`config.mk`:
```
export PLATFORM = sky130hd
export DESIGN_NAME = bf_loop_control
export DESIGN_NICKNAME = d
export VERILOG_FILES = /design/src/rtl/bf_loop_control_pkg.sv /design/src/rtl/bf_loop_control.sv
export SDC_FILE = /design/constraint.sdc
export NUM_CORES = 1
export LEC_CHECK = 0
export CAP_MARGIN = 20
export CORE_MARGIN = 2
export CORE_UTILIZATION = 40
export CTS_CLUSTER_DIAMETER = 200
export CTS_CLUSTER_SIZE = 16
export DETAILED_ROUTE_END_ITERATION = 10
export PLACE_DENSITY = 0.7
export SLEW_MARGIN = 0
export SYNTH_ARGS = -nofsm -noshare
export SYNTH_HDL_FRONTEND = slang
export SYNTH_SLANG_ARGS = --single-unit
export TNS_END_PERCENT = 50
```
`constraint.sdc`:
```
create_clock -name clk -period 3.6 [get_ports clk]
set_input_delay 1.08 -clock clk [delete_from_list [all_inputs] [get_ports clk]]
set_output_delay 1.08 -clock clk [all_outputs]
set_load 0.01 [all_outputs]
```
`src/rtl/bf_loop_control_pkg.sv`:
```
// Shared definitions for the brainfuck loop controller: opcodes, FSM states, default sizes.
package bf_loop_control_pkg;

  localparam int BF_ADDR_W  = 10;
  localparam int BF_DEPTH   = 32;
  localparam int BF_DEPTH_W = 6;

  localparam logic [2:0] OP_INC_PTR  = 3'd0;
  localparam logic [2:0] OP_DEC_PTR  = 3'd1;
  localparam logic [2:0] OP_INC      = 3'd2;
  localparam logic [2:0] OP_DEC      = 3'd3;
  localparam logic [2:0] OP_OUT      = 3'd4;
  localparam logic [2:0] OP_IN       = 3'd5;
  localparam logic [2:0] OP_LOOP_BEG = 3'd6;
  localparam logic [2:0] OP_LOOP_END = 3'd7;

  typedef enum logic [2:0] {
    ST_RUN      = 3'd0,
    ST_SKIP     = 3'd1,
    ST_POP_WAIT = 3'd2,
    ST_REDIRECT = 3'd3,
    ST_ERROR    = 3'd4
  } state_e;

endpackage

```
`src/rtl/bf_loop_control.sv`:
```
// Executes '[' / ']': drives the loop stack, redirects fetch on a taken back-branch,
// and suppresses execution while skipping a loop entered with a zero cell.
module bf_loop_control
  import bf_loop_control_pkg::*;
#(
  parameter int ADDR_W  = BF_ADDR_W,
  parameter int DEPTH   = BF_DEPTH,
  parameter int DEPTH_W = BF_DEPTH_W
) (
  input  logic              clk,
  input  logic              rst,
  input  logic              instr_valid,
  input  logic [2:0]        instr_op,
  input  logic [ADDR_W-1:0] instr_addr,
  input  logic              cell_zero,
  input  logic [ADDR_W-1:0] stack_rdata,
  output logic              stack_push,
  output logic              stack_pop,
  output logic [ADDR_W-1:0] stack_wdata,
  output logic              stack_flush,
  output logic              stall,
  output logic              exec_suppress,
  output logic              pc_load,
  output logic [ADDR_W-1:0] pc_target,
  output logic              err_overflow,
  output logic              err_underflow
);

  state_e              state, state_nxt;
  logic [DEPTH_W-1:0]  loop_depth;
  logic [ADDR_W-1:0]   skip_cnt;

  logic accept, op_beg, op_end, full, empty;
  logic do_push, do_pop, set_ovf, set_unf, skip_enter, skip_up, skip_down;

  assign accept = instr_valid & ~stall;
  assign op_beg = accept & (instr_op == OP_LOOP_BEG);
  assign op_end = accept & (instr_op == OP_LOOP_END);
  assign full   = (loop_depth == DEPTH_W'(DEPTH));
  assign empty  = (loop_depth == '0);

  always_ff @(posedge clk) begin
    if (rst) state <= ST_RUN;
    else     state <= state_nxt;
  end

  always_comb begin
    state_nxt = state;
    case (state)
      ST_RUN: begin
        if (op_beg) begin
          if (cell_zero)  state_nxt = ST_SKIP;
          else if (full)  state_nxt = ST_ERROR;
        end else if (op_end) begin
          if (empty)           state_nxt = ST_ERROR;
          else if (!cell_zero) state_nxt = ST_POP_WAIT;
        end
      end
      ST_SKIP:     if (op_end && skip_cnt == ADDR_W'(1)) state_nxt = ST_RUN;
      ST_POP_WAIT: state_nxt = ST_REDIRECT;
      ST_REDIRECT: state_nxt = ST_RUN;
      ST_ERROR:    state_nxt = ST_ERROR;
      default:     state_nxt = ST_RUN;
    endcase
  end

  always_comb begin
    stall         = (state == ST_POP_WAIT) || (state == ST_REDIRECT) || (state == ST_ERROR);
    exec_suppress = (state == ST_SKIP) || (state == ST_ERROR);
    do_push    = 1'b0;
    do_pop     = 1'b0;
    set_ovf    = 1'b0;
    set_unf    = 1'b0;
    skip_enter = 1'b0;
    skip_up    = 1'b0;
    skip_down  = 1'b0;
    case (state)
      ST_RUN: begin
        if (op_beg) begin
          if (cell_zero) skip_enter = 1'b1;
          else if (full) set_ovf    = 1'b1;
          else           do_push    = 1'b1;
        end else if (op_end) begin
          if (empty) set_unf = 1'b1;
          else       do_pop  = 1'b1;
        end
      end
      ST_SKIP: begin
        skip_up   = op_beg;
        skip_down = op_end;
      end
      default: ;
    endcase
  end

  // Pulses and redirect are registered; the popped address arrives during POP_WAIT.
  always_ff @(posedge clk) begin
    if (rst) begin
      stack_push    <= 1'b0;
      stack_pop     <= 1'b0;
      stack_wdata   <= '0;
      stack_flush   <= 1'b1;
      pc_load       <= 1'b0;
      pc_target     <= '0;
      err_overflow  <= 1'b0;
      err_underflow <= 1'b0;
      loop_depth    <= '0;
      skip_cnt      <= '0;
    end else begin
      stack_flush <= 1'b0;
      stack_push  <= do_push;
      stack_pop   <= do_pop;
      if (do_push) stack_wdata <= instr_addr;
      pc_load <= (state == ST_POP_WAIT);
      if (state == ST_POP_WAIT) pc_target <= stack_rdata;
      if (set_ovf) err_overflow  <= 1'b1;
      if (set_unf) err_underflow <= 1'b1;
      if (do_push)     loop_depth <= loop_depth + DEPTH_W'(1);
      else if (do_pop) loop_depth <= loop_depth - DEPTH_W'(1);
      if (skip_enter)     skip_cnt <= ADDR_W'(1);
      else if (skip_up)   skip_cnt <= skip_cnt + ADDR_W'(1);
      else if (skip_down) skip_cnt <= skip_cnt - ADDR_W'(1);
    end
  end

endmodule
```
Word-level counts from Yosys, hierarchy flattened
Index checks and enable logic that the tools add are counted.
{ "word_totals": {"register_bits": 45, "latchBits": 0, "ramBits": 0, "rom_bits": 0, "input_bits": 27, "out_inout_bits": 28, "word_cells": 78, "mem_count": 0} }
{ "op_classes": {"add_sub_neg": 4, "n_mul": 0, "div": 0, "n_lt_le_gt_ge": 0, "eq_ne": 12, "shift": 0, "n_mux": 35, "bitwise": 4, "n_reduce_logical": 11} }
{ "op_table": {"columns": ["op", "count"], "rows": [
  ["1-bit 2-to-1 mux", 23],
  ["3-bit 2-to-1 mux", 7],
  ["10-bit 2-to-1 mux", 2],
  ["6-bit 2-to-1 mux", 2],
  ["3-bit case mux with 4 select lines", 1],
  ["10-bit by 1-bit adder with 10-bit output, second input constant", 1],
  ["10-bit by 1-bit == test with 1-bit output, second input constant", 1],
  ["10-bit by 1-bit subtractor with 10-bit output, second input constant", 1],
  ["3-bit == test, second input constant", 3],
  ["4-bit != test, second input constant", 2],
  ["6-bit by 1-bit adder with 6-bit output, second input constant", 1],
  ["3-bit by 2-bit == test with 1-bit output, second input constant", 2],
  ["6-bit == test, second input constant", 1],
  ["6-bit zero test", 1],
  ["6-bit by 1-bit subtractor with 6-bit output, second input constant", 1],
  ["4-bit AND reduction", 1],
  ["2-bit nonzero test", 2],
  ["1-bit AND", 3],
  ["3-bit by 1-bit == test with 1-bit output, second input constant", 1],
  ["3-bit zero test", 1],
  ["1-bit logical OR", 3],
  ["3-bit != test, second input constant", 1],
  ["3-bit nonzero test", 1],
  ["2-bit != test, second input constant", 1],
  ["3 further kinds", 3]
]} }

Depth between registers and ports, before layout
Gate-level depths: netlist of the first run.
{ "logic_depth": {"ltp_word": 11, "mapped_depth": 12} }

Worst setup path before layout of the first run
Ideal clock, no wire load.
{ "synth_timing": {"path_type": "input -> register", "from": "input instr_op[0]", "to": "register loop_depth[5]", "setup_time_ns": 0.095, "arrival_time_ns": 3.498, "setup_slack_ns": 0.007, "stages": 11, "n_path_buf": 1, "cell_sequence": "and4b_1 nand2_1 nor3_1 inv_1 clkbuf_1 ha_1 a211oi_1 o21bai_1 a21o_1 or4_1 o311ai_1"} }
{ "synth_via": {"elab_chain_cells": 6, "elab_cells_between_ends": 11, "classes_between": "eq/ne: 2; mux: 6; bitwise: 2; reduce/logical: 1"} }
{ "synth_rtl": {"columns": ["item", "line_no", "rtl"], "rows": [
  ["start, declared", "bf_loop_control.sv:13", "input logic [2:0] instr_op,"],
  ["3-bit == test", "bf_loop_control.sv:38", "assign op_end = accept & (instr_op == OP_LOOP_END);"],
  ["1-bit AND", "bf_loop_control.sv:38", null],
  ["1-bit 2-to-1 mux", "bf_loop_control.sv:83", "end else if (op_end) begin"],
  ["1-bit 2-to-1 mux", "bf_loop_control.sv:79", "if (op_beg) begin"],
  ["1-bit 2-to-1 mux", "bf_loop_control.sv:77", "case (state)"],
  ["2-bit nonzero test (no source line)", null, null],
  ["end signal, assigned", "bf_loop_control.sv:118", "if (do_push) loop_depth <= loop_depth + DEPTH_W'(1);"],
  ["end signal, assigned", "bf_loop_control.sv:119", "else if (do_pop) loop_depth <= loop_depth - DEPTH_W'(1);"],
  ["end, declared", "bf_loop_control.sv:30", "logic [DEPTH_W-1:0] loop_depth;"]
]} }
Parallel ways exist; a longest one is shown, timed or not.
A chain may end at the register's enable or synchronous reset.

Worst setup path after layout of the first run
{ "layout_timing": {"from": "input instr_op[1]", "to": "register loop_depth[5]"} }
Same word-level chain as after synthesis.

==> flow_results.org, run 1 <==
** Run status
- The run finished with clean final reports.

** GRT
- Maximum number of pins on one net before global-route repair :: 21
- Remaining global-route overflow :: 0
- First-pass GRT wire length :: 8580 um
- Via count of the first global-routing pass :: 1,958
- The initial antenna violation count came to 0.
- Global routing consumed, over all layers together, 17.3% of the routing resources.

** Yosys
- Number of nets in the synthesized netlist :: 308
- Count of flip-flops with a built-in enable after synthesis :: 0
- Yosys printed 0 warnings.
- Synthesized instance count :: 273
- Post-synthesis cell type count :: 45
- After synthesis the netlist holds a flip-flop and latch count of 45.
- Among all flip-flop cells after synthesis, the most frequent one is dfxtp_1.
- For this run, asynchronously set or reset flops after synthesis account for 0%.
- Cell area after technology mapping :: 2230 um2
- The share of the Yosys chip area taken by registers is 40.4%.
- Mean cell area of the mapped netlist :: 8.16 um2

** Power
- The internal power of the cells totals 864 uW.
- Max rail drop VDD :: 198 uV
- In this run, the clock network consumes 41.4% of the power.
- Areal power density over the cells :: 363 nW/um2
- Per report_power, the combinational group accounts for 12.3% of the total.
- Switching Share :: 22.6%
- The analysis attributes to net switching a power of 253 uW.
- In this run the static leakage power is 1.15 nW.
- Proportion of power drawn by flip-flops and latches :: 46.2%

** STA
- Clk_skew :: 0.00716 ns
- Summed over all failing endpoints, the final setup total negative slack is 0 ns.
- Setup violations remaining at the end of the flow were counted as 0.
- At the pin with the least slew margin, the transition time is 0.497 ns.
- Max Fclk :: 291 MHz
- The count of final max-slew check failures is 0.
- Crit path time final :: 3.44 ns
- Final Hold Violating Endpoints :: 0
- After layout, the worst path uses 95.5% of the clock period.
- Headroom to the max-slew limit came out at 66.8%.
- Setup repair after global routing left no endpoint under its margin.

** Placement
- Number of instances in the placed design :: 402
- Detailed placement ended at an HPWL of 3810 um.
- Routability-driven placement finished with a final weighted congestion of 0.815.
- Buffers placed on the I/O ports in this run total 54.

** Flow run
- Max-cap violations in this run came to 0.

** Finish
- The final layout contains 372 nets.
- Share of cells above drive strength 1 :: 11.5%
- Antenna diode count :: 0
- The count of cells in the finished layout, fillers not included, comes to 410.
- Compared with the post-synthesis result, the final layout area differs by 38.1%.

** Setup path
- Category of the worst setup path launch point :: primary input
- Worst Path Arrival :: 3.64 ns
- The worst setup path is of the primary input to flip-flop kind.
- Largest fanout on the critical path :: 12
- At the worst endpoint, the required time is 3.80 ns.
- Setup crit end kind :: flip-flop

** Die
- For this design the top-level I/O count stands at 55.
- Floorplan core area :: 5440 um2
- Standard-cell rows :: 27
- Die Y :: 78.6 um
- Die boundary width :: 78.6 um
- The floorplan step defined a die boundary enclosing 6180 um2.
- For this configuration, the core starts out at a cell density of 41.0%.

** Detailed routing
- The detailed router placed 2,065 vias in this run.
- Via/cell ratio :: 5.04
- Routed Antenna Nets :: 0
- Detailed Route Iter0 Violations :: 57
- After detailed routing, the number of remaining DRC violations is 0.
- The first TritonRoute pass finished after 4 iterations.
- Wirelength, routed :: 5090 um
- WL/cell :: 12.4 um

** CTS
- Total number of clock tree sinks :: 45
- Clock network latency to the later pin of the worst-skew pair :: 0.30 ns
- CTS root buf :: clkbuf_8
- Clock buffer depth :: 2
- TritonCTS built the clock tree.
- Maximum level of the CTS H-tree :: 2
- The number of setup buffers added after CTS is 0.
- After clock tree synthesis, the clock-pin slew on the worst setup and hold paths is 0.09 ns.
- In this run, CTS created clock tree buffers numbering 5.

** Min path
- Type of the worst min-delay path :: flip-flop to flip-flop
-- sequential cells by signal, summed over array words and instances (netlist names) --
register / flops
state: 3
loop_depth: 6
pc_target: 10
stack_wdata: 10
stack_push: 1
err_overflow: 1
stack_pop: 1
skip_cnt: 10
stack_flush: 1
err_underflow: 1
pc_load: 1
-- Yosys cell counts, types with 4 or more instances --
| master | number | area, um2 |
|---|---|---|
| nor3_1 | 6 | 30.0 |
| nand2b_1 | 6 | 37.5 |
| xor2_1 | 8 | 70.1 |
| a21oi_1 | 33 | 165 |
| inv_1 | 4 | 15.0 |
| a211oi_1 | 4 | 30.0 |
| xnor2_1 | 4 | 35.0 |
| o21ai_0 | 10 | 50.1 |
| buf_2 | 4 | 20.0 |
| dfxtp_1 | 45 | 901 |
| nand2_1 | 57 | 214 |
| clkbuf_1 | 10 | 37.5 |
| a21o_1 | 4 | 30.0 |
| nor2_1 | 24 | 90.1 |
| ha_1 | 7 | 87.6 |
-- area by class of cell --
| class | instances | area (um2) |
|---|---|---|
| inverters | 4 | 15.0 |
| multi-input cells | 210 | 1260 |
| clock inverters | 3 | 68.8 |
| well taps | 72 | 90.1 |
| clock buffers | 5 | 68.8 |
| flip-flops and latches | 45 | 901 |
| repair buffers | 71 | 668 |
| fillers | 514 | 2360 |
-- layout by cell type (no fill, tap or decap), types with 4 or more instances in the layout --
master	instances
dfxtp_1	45
clkdlybuf4s50_1	54
clkbuf_8	5
a21o_1	4
nor2_1	24
xor2_1	8
ha_1	7
xnor2_1	4
nand2_1	57
o21ai_0	10
nor3_1	5
nand2b_1	6
inv_1	4
a21oi_1	33
buf_4	17
-- worst max-delay path, cell delays in order --
cell and delay, ns:
clkdlybuf4s50_1 0.49, and4b_1 0.25, nand2_1 0.10, nor3_2 0.22, inv_1 0.12, buf_4 0.19, ha_1 0.28, o21ai_0 0.11
o21bai_1 0.10, a21o_1 0.19, or4_1 0.40, o311ai_1 0.09
-- worst paths after layout --
kind,from,endpoint,slack (ns),cells past startpoint
min reg2reg,pc_target[4],pc_target[4],0.46,2
min,pc_target[4],pc_target[4],0.46,2
max,instr_op[1],loop_depth[5],0.16,12
max reg2reg,loop_depth[1],loop_depth[5],0.90,11
-- timing repair --
| action | CTS | global route |
|---|---|---|
| gates resized for setup | 0 | 2 |
| hold endpoints to repair | 0 | 0 |
| endpoints found under the setup margin | 0 | 1 |
| hold buffers | 0 | 0 |
-- logic make-up after synthesis --
kind of cell             Yosys count  synth area share [%]
adder cells (fa/ha/maj)            8                  4.83
multiplexers                       2                 0.898
buffers and inverters             18                  3.26
XOR/XNOR                          12                  4.72
AND/OR/NAND/NOR                  125                  28.5
AO/OA/AOI/OAI                     63                  17.4
flip-flops                        45                  40.4
-- stage by stage --
stage	setup slack [ns]	hold slack (ns)	power (mW)	util, %	instance area [um2]
after floorplan	0.00675	0.453	0.598	-	2230
after global placement	-0.132	0.441	0.663	53.9	2930
after detailed placement	-0.267	0.446	0.664	53.9	2930
after CTS	0.0266	0.459	1.13	56.4	3070
after global routing	0.0251	0.476	1.16	56.6	3080
final	0.164	0.457	1.12	56.6	3080
-- layer usage --
| layer | up-vias | wire length, um | track usage (%) |
|---|---|---|---|
| li1 | 1068 | - | - |
| met1 | 939 | 2350 | 21.4 |
| met2 | 48 | 2340 | 27.5 |
| met3 | 10 | 328 | 6.67 |
| met4 | 0 | 68 | 5.44 |
| met5 | - | 0 | 0 |
-- power groups by stage --
stage	combinational [mW]	clock [mW]	sequential, mW
finish	0.138	0.463	0.516
global route	0.151	0.490	0.518
CTS	0.138	0.475	0.516
detailed placement	0.137	0	0.528
global placement	0.135	0	0.528
floorplan	0.0734	0	0.524
Note: power is estimated with default switching activity, not from simulation.
==> run 2, diff against run 1 <==
- CTS_CLUSTER_DIAMETER: 200 -> 30
==> results of run 2 <==
No change in the layout: final DEF, timing and power equal those of run 1.
